==> src/rtl/gpu_alu_pkg.sv <==
// Shared definitions for the GPU ALU and the round-robin scheduler that fronts it:
// opcode encoding, opcode width and the scheduler state encoding.
package gpu_alu_pkg;

    localparam int CTRL_WIDTH = 2;

    localparam logic [CTRL_WIDTH-1:0] ALU_CTRL_ADD = 2'd0;
    localparam logic [CTRL_WIDTH-1:0] ALU_CTRL_SUB = 2'd1;
    localparam logic [CTRL_WIDTH-1:0] ALU_CTRL_SL  = 2'd2;
    localparam logic [CTRL_WIDTH-1:0] ALU_CTRL_SR  = 2'd3;

    typedef enum logic [1:0] {
        IDLE = 2'd0,
        EXEC = 2'd1,
        RESP = 2'd2
    } sched_state_e;

endpackage

==> src/rtl/alu_rr_scheduler_rr_picker.sv <==
// Combinational round-robin priority picker: searches upward from rr_ptr
// (wrapping) and grants the first asserted request.
module rr_picker #(
    parameter int NUM_REQ  = 4,
    parameter int ID_WIDTH = 2
) (
    input  logic [NUM_REQ-1:0]  req,
    input  logic [ID_WIDTH-1:0] rr_ptr,
    output logic [NUM_REQ-1:0]  grant,
    output logic [ID_WIDTH-1:0] winner,
    output logic                any_valid
);

    // First valid request at or after rr_ptr wins; later candidates are masked by any_valid
    always_comb begin
        grant     = '0;
        winner    = '0;
        any_valid = 1'b0;
        for (int i = 0; i < NUM_REQ; i++) begin
            if (!any_valid && req[(int'(rr_ptr) + i) % NUM_REQ]) begin
                any_valid = 1'b1;
                winner    = ID_WIDTH'((int'(rr_ptr) + i) % NUM_REQ);
                grant[(int'(rr_ptr) + i) % NUM_REQ] = 1'b1;
            end
        end
    end

endmodule

==> src/rtl/alu_rr_scheduler.sv <==
// Round-robin scheduler sharing one external ALU between NUM_REQ requesters.
// One op in flight: IDLE (arbitrate/accept) -> EXEC (ALU evaluates latched
// operands) -> RESP (hold tagged result until the consumer takes it).
module alu_rr_scheduler #(
    parameter int DATA_WIDTH = 16,
    parameter int CTRL_WIDTH = gpu_alu_pkg::CTRL_WIDTH,
    parameter int NUM_REQ    = 4,
    parameter int ID_WIDTH   = 2
) (
    input  logic                          clk,
    input  logic                          rst_n,
    input  logic [NUM_REQ-1:0]            req_valid,
    output logic [NUM_REQ-1:0]            req_ready,
    input  logic [NUM_REQ*DATA_WIDTH-1:0] req_opA,
    input  logic [NUM_REQ*DATA_WIDTH-1:0] req_opB,
    input  logic [NUM_REQ*CTRL_WIDTH-1:0] req_ctrl,
    output logic [DATA_WIDTH-1:0]         alu_inA,
    output logic [DATA_WIDTH-1:0]         alu_inB,
    output logic [CTRL_WIDTH-1:0]         alu_ctrl,
    input  logic [DATA_WIDTH-1:0]         alu_out,
    output logic                          rsp_valid,
    input  logic                          rsp_ready,
    output logic [DATA_WIDTH-1:0]         rsp_data,
    output logic [ID_WIDTH-1:0]           rsp_id
);

    import gpu_alu_pkg::*;

    sched_state_e          state_q, state_d;
    logic [ID_WIDTH-1:0]   rr_ptr_q, rr_ptr_d;
    logic [ID_WIDTH-1:0]   id_q, id_d;
    logic [DATA_WIDTH-1:0] opa_q, opa_d;
    logic [DATA_WIDTH-1:0] opb_q, opb_d;
    logic [CTRL_WIDTH-1:0] ctrl_q, ctrl_d;
    logic [DATA_WIDTH-1:0] result_q, result_d;

    logic [NUM_REQ-1:0]    grant;
    logic [ID_WIDTH-1:0]   winner;
    logic                  any_valid;
    logic                  accept;

    rr_picker #(
        .NUM_REQ  (NUM_REQ),
        .ID_WIDTH (ID_WIDTH)
    ) u_picker (
        .req       (req_valid),
        .rr_ptr    (rr_ptr_q),
        .grant     (grant),
        .winner    (winner),
        .any_valid (any_valid)
    );

    // State and datapath registers; reset clears everything so an in-flight op is dropped
    always_ff @(posedge clk or negedge rst_n) begin
        if (!rst_n) begin
            state_q  <= IDLE;
            rr_ptr_q <= '0;
            id_q     <= '0;
            opa_q    <= '0;
            opb_q    <= '0;
            ctrl_q   <= '0;
            result_q <= '0;
        end else begin
            state_q  <= state_d;
            rr_ptr_q <= rr_ptr_d;
            id_q     <= id_d;
            opa_q    <= opa_d;
            opb_q    <= opb_d;
            ctrl_q   <= ctrl_d;
            result_q <= result_d;
        end
    end

    // Next-state: EXEC is always exactly one cycle; RESP waits for the consumer
    always_comb begin
        state_d = state_q;
        case (state_q)
            IDLE:    if (any_valid) state_d = EXEC;
            EXEC:    state_d = RESP;
            RESP:    if (rsp_ready) state_d = IDLE;
            default: state_d = IDLE;
        endcase
    end

    // Register updates: latch the winner's op on accept, capture the ALU result in EXEC
    always_comb begin
        accept   = (state_q == IDLE) && any_valid;
        rr_ptr_d = rr_ptr_q;
        id_d     = id_q;
        opa_d    = opa_q;
        opb_d    = opb_q;
        ctrl_d   = ctrl_q;
        result_d = result_q;
        if (accept) begin
            id_d     = winner;
            opa_d    = req_opA[int'(winner)*DATA_WIDTH +: DATA_WIDTH];
            opb_d    = req_opB[int'(winner)*DATA_WIDTH +: DATA_WIDTH];
            ctrl_d   = req_ctrl[int'(winner)*CTRL_WIDTH +: CTRL_WIDTH];
            rr_ptr_d = (winner == ID_WIDTH'(NUM_REQ - 1)) ? '0 : winner + 1'b1;
        end
        if (state_q == EXEC) begin
            result_d = alu_out;
        end
    end

    // Outputs: ALU inputs always come from the latched regs so they never toggle while idle;
    // req_ready is gated by rst_n because the async-reset state alone would still expose grants
    always_comb begin
        req_ready = '0;
        if (rst_n && (state_q == IDLE) && any_valid) begin
            req_ready = grant;
        end
        alu_inA   = opa_q;
        alu_inB   = opb_q;
        alu_ctrl  = ctrl_q;
        rsp_valid = (state_q == RESP);
        rsp_data  = result_q;
        rsp_id    = id_q;
    end

endmodule

==> config.mk <==
export PLATFORM = sky130hd
export DESIGN_NAME = alu_rr_scheduler
export DESIGN_NICKNAME = d
export VERILOG_FILES = /design/src/rtl/gpu_alu_pkg.sv /design/src/rtl/alu_rr_scheduler_rr_picker.sv /design/src/rtl/alu_rr_scheduler.sv
export SDC_FILE = /design/constraint.sdc
export NUM_CORES = 1
export LEC_CHECK = 0
export ABC_AREA = 1
export BUFFER_PORTS_ARGS = -buffer_cell sky130_fd_sc_hd__buf_2
export CELL_PAD_IN_SITES_DETAIL_PLACEMENT = 0
export CELL_PAD_IN_SITES_GLOBAL_PLACEMENT = 1
export CORE_MARGIN = 2
export CORE_UTILIZATION = 33
export DETAILED_ROUTE_END_ITERATION = 10
export PLACE_DENSITY_LB_ADDON = 0.05
export SLEW_MARGIN = 40
export SYNTH_ARGS = -nofsm -noshare
export SYNTH_HDL_FRONTEND = slang
export SYNTH_SLANG_ARGS = --single-unit
==> constraint.sdc <==
create_clock -name clk -period 7.7 [get_ports clk]
set_input_delay 1.925 -clock clk [delete_from_list [all_inputs] [get_ports clk]]
set_output_delay 1.925 -clock clk [all_outputs]
set_load 0.02 [all_outputs]
==> impl_metrics.ini, run 1 <==
[synth]
synth-seq-area-share = 0.350
synth_area_um2 = 4000
synth-warning-count = 0
synthCells = 582
synth_cell_types = 28
avgSynthCellArea_um2 = 6.87
synth_seq_cells = 56
syn-num-nets = 749

[cts]
cts.repair.resized = 0
post-cts-setup-buffers = 0
cts_max_path_buffers = 2
clk_latency_ns = 0.28
path_clk_slew_ns = 0.07
cts_tree = yes
cts-root-buf = clkbuf_16
htree_num_levels = 2
cts_buffers = 5
cts_sinks = 56
hold_buffers = 0

[layout]
num-fill-cells = 1316
mostFrequentLayoutCells = nand2_1, buf_2, inv_1, nand3_1, dfrtp_1
fin_area_um2 = 5330
drive_above_1_share = 0.352
syn_to_final_growth_pct = 33.2
multi_input_area_um2 = 2090
nNetsFinal = 947
diodes = 0
final_common_cell = nand2_1
seq_area_um2 = 1400

[power_and_ir_drop]
worst_ir_drop_vdd_mv = 0.300
leakage_nw = 3.18
powerDensity_nw_per_um2 = 508

[grt]
grt_pass1_wl_um = 18500
grt_max_degree = 99
met2_usage = 0.312
overflow = 0
antenna_found_initial = 0
globalRoute.busiestLayer = met2
grt_pass1_vias = 3942
met1_usage = 0.216
grt_usage = 0.176
use_met3 = 0.0476

[setup_path]
timing.rr.start = rr_ptr_q[0]$_DFFE_PN0P_
endpoint_kind = output pin
cp.buffers_inverters = 7
start_kind = primary input
path_class = in -> out
slowest_stage = nand2_4
worstPathRequired_ns = 5.78
worst_path_most_repeated_cell = inv_1
slowest_delay_ns = 0.38
cpLargestDelayFamily = simple AND/OR/NAND/NOR gates
crit_start = req_valid[3]
timing.critical_path.cells = buf_2 -> inv_1 -> nand2_1 -> nand3_2 -> nand2_4 -> inv_4 -> nand4_1 -> nand2_4 -> inv_1 -> nand2_1 -> inv_1 -> nand2_1 -> inv_1 -> buf_2
cp.arrival_ns = 3.80
crit_fanout = 37

[floorplanning]
coreArea_um2 = 11900
die_width_um = 114
initial_core_util = 0.336
ios = 216
num_rows = 40
die_area_um2 = 13000
die_y_um = 114

[sta]
slew_headroom = 0.517
rsz0062_at_grt = false
holdWs_ns = 0.484
setup_tns_ns = 0
fmax_mhz = 175
fin_crit_ns = 5.72
final-hold-violation-count = 0
clock-skew-final_ns = 0.00366
worst_slew_pin_slew_ns = 0.725
slew_violations = 0
worst_slack_ns = 1.98
timing.final.crit_share = 0.743
setup_viol_count_final = 0

[route]
avgViaCountPerCell = 4.56
routedWlPerCell_um = 12.7
vias = 4230
wl_um = 11800
drt_iter0_markers = 157
final_antenna_net_count = 0
dr.pass1.iters = 4
drc = 0

[hold_path]
hold_start = alu_inA[14]$_DFFE_PN0P_
hold_path.class = reg -> reg

[run]
maxCapViolations = 0

[placed_design]
dpl.hpwl_um = 8950
port_buffers = 215
place_area_um2 = 5120
gp_congestion = 0.832
pre_cts_ws_ns = 1.63

[run_status]
outcome = completed
cell families (layout without fill, tap and decap cells):
family	count (synthesis)	in the layout	share of synthesized area
compound gates	16	16	0.0228
fa+ha+maj	8	8	0.0250
buf+inv	120	319	0.131
flops	56	56	0.350
mux	16	16	0.0450
simple gates	366	366	0.426
worst paths after layout:
| path | end | depth (start not counted) | slack [ns] |
|---|---|---|---|
| min | alu_inA[14]$_DFFE_PN0P_ | 2 | 0.48 |
| max in group asynchronous | alu_inA[5]$_DFFE_PN0P_ | 2 | 5.45 |
| min in group asynchronous | rr_ptr_q[1]$_DFFE_PN0P_ | 2 | 1.77 |
| min reg2reg | alu_inA[14]$_DFFE_PN0P_ | 2 | 0.48 |
| max reg2reg | rr_ptr_q[1]$_DFFE_PN0P_ | 12 | 3.94 |
| max | req_ready[2] | 14 | 1.98 |
final cells by class:
type                    count  share of cell area
repair buffers            217               0.209
multi-input cells         406               0.393
clock buffers               6              0.0261
well taps                 147              0.0345
flip-flops and latches     56               0.263
clock inverters             2             0.00728
inverters                  94              0.0672
metrics by stage:
step,util,total power [W],instances
5_1_grt,0.447,0.00299,928
3_5_place_dp,0.430,0.00245,919
3_3_place_gp,0.429,0.00242,919
4_1_cts,0.444,0.00272,927
6_report,0.447,0.00270,928
2_1_floorplan,-,0.00202,582
state kept, by name, indices dropped and copies added (netlist names):
| signal | count |
|---|---|
| state_q | 2 |
| rsp_data | 16 |
| rsp_id | 2 |
| alu_ctrl | 2 |
| alu_inB | 16 |
| alu_inA | 16 |
| rr_ptr_q | 2 |
layer usage:
layer | vias to the layer above | share of wire
met4 | 0 | 0.0070
met1 | 1925 | 0.43
li1 | 2174 | -
met3 | 6 | 0.075
met2 | 125 | 0.48
met5 | - | 0
cells in the mapped netlist, drive strengths merged:
| library cell | n | share of area |
|---|---|---|
| a21boi | 1 | 0.0019 |
| a21oi | 7 | 0.0088 |
| buf | 19 | 0.035 |
| clkbuf | 7 | 0.0066 |
| dfrtp | 56 | 0.35 |
| ha | 8 | 0.025 |
| inv | 94 | 0.089 |
| mux2 | 16 | 0.045 |
| nand2 | 227 | 0.22 |
| nand3 | 98 | 0.14 |
| nand4 | 2 | 0.0069 |
| nor2 | 11 | 0.017 |
| o21a | 1 | 0.0019 |
| o21ai | 2 | 0.0025 |
| o22ai | 5 | 0.0078 |
| or2 | 28 | 0.044 |
worst min-delay path, delay by kind of cell (launching register included):
family / cells / cell delay (ns)
DFF: 1 / 0.34
and+or+nand+nor: 2 / 0.12
report_power, final:
part,switching [W],internal [W]
logic,0.00126,0.000628
clock network,0.000103,0.000163
registers,0.0000881,0.000458
Note: power is estimated with default switching activity, not from simulation.
==> run 2: changes to the inputs <==
--- a/config.mk
+++ b/config.mk
@@ -10,7 +10,7 @@
 export CELL_PAD_IN_SITES_DETAIL_PLACEMENT = 0
 export CELL_PAD_IN_SITES_GLOBAL_PLACEMENT = 1
 export CORE_MARGIN = 2
-export CORE_UTILIZATION = 33
+export CORE_UTILIZATION = 27
 export DETAILED_ROUTE_END_ITERATION = 10
 export PLACE_DENSITY_LB_ADDON = 0.05
 export SLEW_MARGIN = 40
==> constraint.sdc (replaced) <==
create_clock -name clk -period 5.04 [get_ports clk]
set_input_delay 1.26 -clock clk [delete_from_list [all_inputs] [get_ports clk]]
set_output_delay 1.26 -clock clk [all_outputs]
set_load 0.02 [all_outputs]
==> run 2 against run 1 <==
Against the previous run: critical path depth did not move; design area rose by 0.23%; utilization fell by 7.8 points; global-route usage fell by 1.3 points; clock-buffer cell count fell by 1; combinational power rose by 52%; die area rose by 21%; critical path type is now reg -> out; largest cell class unchanged; largest power group unchanged.
==> impl_metrics.ini, run 2 (same netlist as run 1, synthesis figures left out) <==
[power_and_ir_drop]
power.total_w = 0.00406
p_int_w = 0.00183
pwr-share-seq = 0.203
switchingPower_w = 0.00223
leakage_nw = 3.16
comb_power_share = 0.709
share_clk_of_total_power = 0.088
worst_ir_drop_vdd_mv = 0.315
sw_frac_of_total = 0.548
powerDensity_nw_per_um2 = 761

[placed_design]
gp_congestion = 0.807
dpl.hpwl_um = 9870
pre_cts_ws_ns = 1.02
port_buffers = 215

[setup_path]
worst_path_most_repeated_cell = inv_1
crit_start = rr_ptr_q[0]$_DFFE_PN0P_
path_class = reg -> out
slowest_delay_ns = 0.61
timing.critical_path.cells = inv_4 -> ha_1 -> inv_1 -> nand2_1 -> nand2_1 -> inv_1 -> nand4_1 -> nand2_2 -> inv_1 -> nand2_1 -> inv_1 -> nand2_1 -> inv_1 -> buf_2
ff2ff_setup_slack_ns = 1.60
endpoint = req_ready[3]
cp.arrival_ns = 2.80
ff2ff_path_depth = 13
worstPathRequired_ns = 3.78
cpLargestDelayFamily = buffers and inverters
crit_fanout = 14
endpoint_kind = output pin
timing.rr.start = rr_ptr_q[0]$_DFFE_PN0P_
cp.depth = 14
slowest_stage = dfrtp_1
timing.rr.end = rr_ptr_q[1]$_DFFE_PN0P_
start_kind = register
cp.buffers_inverters = 7

[layout]
final_common_cell = nand2_1
mostFrequentLayoutCells = nand2_1, buf_2, inv_1, nand3_1, dfrtp_1
nNetsFinal = 949
syn_to_final_growth_pct = 33.5
drive_above_1_share = 0.354

[grt]
grt_max_degree = 68
grt_pass1_wl_um = 20600
grt_usage = 0.162
grt_pass1_vias = 4164
overflow = 0
antenna_found_initial = 1

[sta]
holdWs_ns = 0.478
slew_headroom = 0.478
rsz0062_at_grt = false
final-hold-violation-count = 0
timing.final.crit_share = 0.805
setup_viol_count_final = 0
fin_crit_ns = 4.06
fmax_mhz = 247
worst_slew_pin_slew_ns = 0.781
worst_slack_ns = 0.985
setup_tns_ns = 0
slew_violations = 0
clock-skew-final_ns = 0.00825

[floorplanning]
num_rows = 44
initial_core_util = 0.276
ios = 216
die_y_um = 126
die_area_um2 = 15800
coreArea_um2 = 14500
die_width_um = 126

[cts]
post-cts-setup-buffers = 0
cts_sinks = 56
path_clk_slew_ns = 0.07
cts_buffers = 5
cts_max_path_buffers = 2
cts_tree = yes
clk_latency_ns = 0.30
htree_num_levels = 2
cts-root-buf = clkbuf_16
cts.repair.resized = 0
hold_buffers = 0

[route]
vias = 4231
routedWlPerCell_um = 13.3
wl_um = 12800
drt_iter0_markers = 117
final_antenna_net_count = 0
avgViaCountPerCell = 4.37
dr.pass1.iters = 4
drc = 0

[run_status]
outcome = completed

[hold_path]
hold-path-cell-count = 2
hold_path.class = reg -> reg

[run]
maxCapViolations = 0
## run 2: worst min-delay path by stage
| stage | start | end |
|---|---|---|
| floorplan | alu_inA[0]$_DFFE_PN0P_ | alu_inA[0]$_DFFE_PN0P_ |
| global placement | alu_inB[9]$_DFFE_PN0P_ | alu_inB[9]$_DFFE_PN0P_ |
| detailed placement | alu_inA[12]$_DFFE_PN0P_ | alu_inA[12]$_DFFE_PN0P_ |
| CTS | alu_inA[12]$_DFFE_PN0P_ | alu_inA[12]$_DFFE_PN0P_ |
| global route | alu_inA[12]$_DFFE_PN0P_ | alu_inA[12]$_DFFE_PN0P_ |
| finish | alu_inA[12]$_DFFE_PN0P_ | alu_inA[12]$_DFFE_PN0P_ |
## run 2: cell type report
class                   instances  area (µm²)
fillers                      1622        9140
multi-input cells             406        2080
flip-flops and latches         56        1400
repair buffers                219        1120
inverters                      94         358
well taps                     184         230
clock buffers                   5         125
clock inverters                 3        23.8
diodes                          1        2.50
## run 2: power by group through the flow
stage,clock network (W),logic (W),registers (W)
detailed placement,0,0.00296,0.000830
floorplan,0,0.00201,0.00108
finish,0.000356,0.00288,0.000825
global placement,0,0.00292,0.000825
CTS,0.000378,0.00296,0.000827
global route,0.000395,0.00328,0.000857
## run 2: routing by layer
| layer | global-route usage | routed length [µm] | share of wire | vias to the layer above |
|---|---|---|---|---|
| li1 | - | - | - | 2181 |
| met3 | 0.0442 | 845 | 0.066 | 8 |
| met1 | 0.200 | 5730 | 0.45 | 1912 |
| met2 | 0.285 | 6140 | 0.48 | 130 |
| met5 | 0 | 0 | 0 | - |
| met4 | 0.0333 | 140 | 0.011 | 0 |
## run 2: worst min-delay path, cell delays in order (launching register included)
cell	delay, ns
dfrtp_1	0.35
nand2_1	0.05
nand2_1	0.05
## run 2: stage by stage
step | util | area (µm²) | cells
after floorplan | - | 4000 | 582
after global placement | 0.357 | 5170 | 958
after detailed placement | 0.358 | 5180 | 959
after CTS | 0.368 | 5330 | 967
after global routing | 0.369 | 5340 | 968
final | 0.369 | 5340 | 968
==> run 3: changes to the inputs <==
==> constraint.sdc (replaced) <==
create_clock -name clk -period 3.5 [get_ports clk]
set_input_delay 0.875 -clock clk [delete_from_list [all_inputs] [get_ports clk]]
set_output_delay 0.875 -clock clk [all_outputs]
set_load 0.02 [all_outputs]
==> run 3 against run 2 <==
Against the previous run: global-route usage is 0.21 points higher; clock power rose by 44%; clock-buffer cell count rose by 1; critical path depth shrank 2; clock skew is 0.0045 ns lower; non-clock buffer count up 4; highest routed layer is now met5; sequential power up 42%; register-to-register slack worse by 1.0 ns.
==> impl_metrics.ini, run 3 (same netlist as run 1, synthesis figures left out) <==
[cts]
cts_sinks = 56
cts-root-buf = clkbuf_16
htree_num_levels = 2
path_clk_slew_ns = 0.07
cts_max_path_buffers = 2
post-cts-setup-buffers = 0
cts_buffers = 5
cts_tree = yes
clk_latency_ns = 0.30

[floorplanning]
coreArea_um2 = 14500
initial_core_util = 0.276
ios = 216
num_rows = 44
die_area_um2 = 15800
die_width_um = 126
die_y_um = 126

[layout]
seq_area_um2 = 1400
mostFrequentLayoutCells = nand2_1, buf_2, inv_1, nand3_1, dfrtp_1
nNetsFinal = 953
final_common_cell = nand2_1
drive_above_1_share = 0.357
syn_to_final_growth_pct = 34.8
fin_cells = 972
num-fill-cells = 1588
multi_input_area_um2 = 2080

[placed_design]
dpl.hpwl_um = 10000
place_inst = 963
gp_congestion = 0.822
port_buffers = 215

[setup_path]
worstPathRequired_ns = 2.62
cp.arrival_ns = 2.40
start_kind = register
path_class = reg -> out
crit_fanout = 8
endpoint_kind = output pin
ff2ff_path_depth = 15

[sta]
fmax_mhz = 305
final-hold-violation-count = 0
timing.final.crit_share = 0.936
slew_violations = 0
clock-skew-final_ns = 0.00377
setup_tns_ns = 0
setup_viol_count_final = 0
worst_slew_pin_slew_ns = 0.704
rsz0062_at_grt = false
slew_headroom = 0.530
fin_crit_ns = 3.28

[route]
drc = 0
routedWlPerCell_um = 13.3
drt_iter0_markers = 161
avgViaCountPerCell = 4.34
dr.pass1.iters = 4
vias = 4219
wl_um = 12900
final_antenna_net_count = 0

[power_and_ir_drop]
worst_ir_drop_vdd_mv = 0.460
powerDensity_nw_per_um2 = 1110
leakage_nw = 3.19

[grt]
grt_pass1_vias = 4259
grt_usage = 0.164
grt_max_degree = 84
antenna_found_initial = 2
grt_pass1_wl_um = 21000
overflow = 0

[run]
maxCapViolations = 0

[hold_path]
hold_path.class = reg -> reg
hold-path-cell-count = 2

[run_status]
outcome = completed
[run 3: cell types whose count changed in the layout (fill, tap and decap cells not counted), sizes merged]
cell	previous run	this run
buf	219	223
clkbuf	5	6
clkinvlp	2	1
[run 3: what timing repair did]
item / 4_1_cts / 5_1_grt
hold buffers: 0 / 0
setup endpoints to repair: 0 / 4
resized for setup: 0 / 1
[run 3: final timing paths]
check / from / end / slack, ns
min: alu_inA[12]$_DFFE_PN0P_ / alu_inA[12]$_DFFE_PN0P_ / 0.48
min reg2reg: alu_inA[12]$_DFFE_PN0P_ / alu_inA[12]$_DFFE_PN0P_ / 0.48
max in group asynchronous: rst_n / rr_ptr_q[1]$_DFFE_PN0P_ / 2.41
max: rr_ptr_q[1]$_DFFE_PN0P_ / req_ready[3] / 0.22
max reg2reg: rr_ptr_q[1]$_DFFE_PN0P_ / alu_inB[13]$_DFFE_PN0P_ / 0.56
min in group asynchronous: rst_n / rsp_data[0]$_DFFE_PN0N_ / 0.69
[run 3: area by class of cell]
| type | count | share of cell area |
|---|---|---|
| Tap cell | 184 | 0.0427 |
| Antenna cell | 1 | 0.000464 |
| Multi-Input combinational cell | 406 | 0.386 |
| Clock inverter | 2 | 0.00302 |
| Inverter | 94 | 0.0664 |
| Timing Repair Buffer | 223 | 0.217 |
| Sequential cell | 56 | 0.260 |
| Clock buffer | 6 | 0.0239 |
[run 3: through the flow]
stage	util	setup WS, ns	hold slack, ns	power (W)	instance area, µm²
4_1_cts	0.372	0.156	0.487	0.00610	5380
3_5_place_dp	0.362	0.475	0.461	0.00556	5240
5_1_grt	0.372	0.00636	0.514	0.00664	5390
2_1_floorplan	-	0.684	0.579	0.00445	4000
6_report	0.372	0.223	0.481	0.00596	5390
3_3_place_gp	0.360	0.531	0.462	0.00545	5210
[run 3: power by group]
group / internal (W) / switching [W]
Combinational: 0.00147 / 0.00280
Clock: 0.000268 / 0.000244
Sequential: 0.00101 / 0.000165
[run 3: critical path: stages (launching register included)]
cell     delay (ns)
dfrtp_2        0.47
inv_1          0.21
ha_1           0.31
inv_1          0.14
nand3_1        0.10
nand2_2        0.15
nand3_1        0.16
o22ai_1        0.16
a21oi_1        0.06
o21ai_0        0.08
nand2_1        0.06
inv_1          0.04
buf_2          0.15
[run 3: metal layers]
layer,track usage,wire [µm],vias to the layer above
li1,-,-,2195
met1,0.207,5740,1875
met2,0.281,6100,135
met3,0.0421,900,12
met4,0.0431,184,2
met5,0,8,-
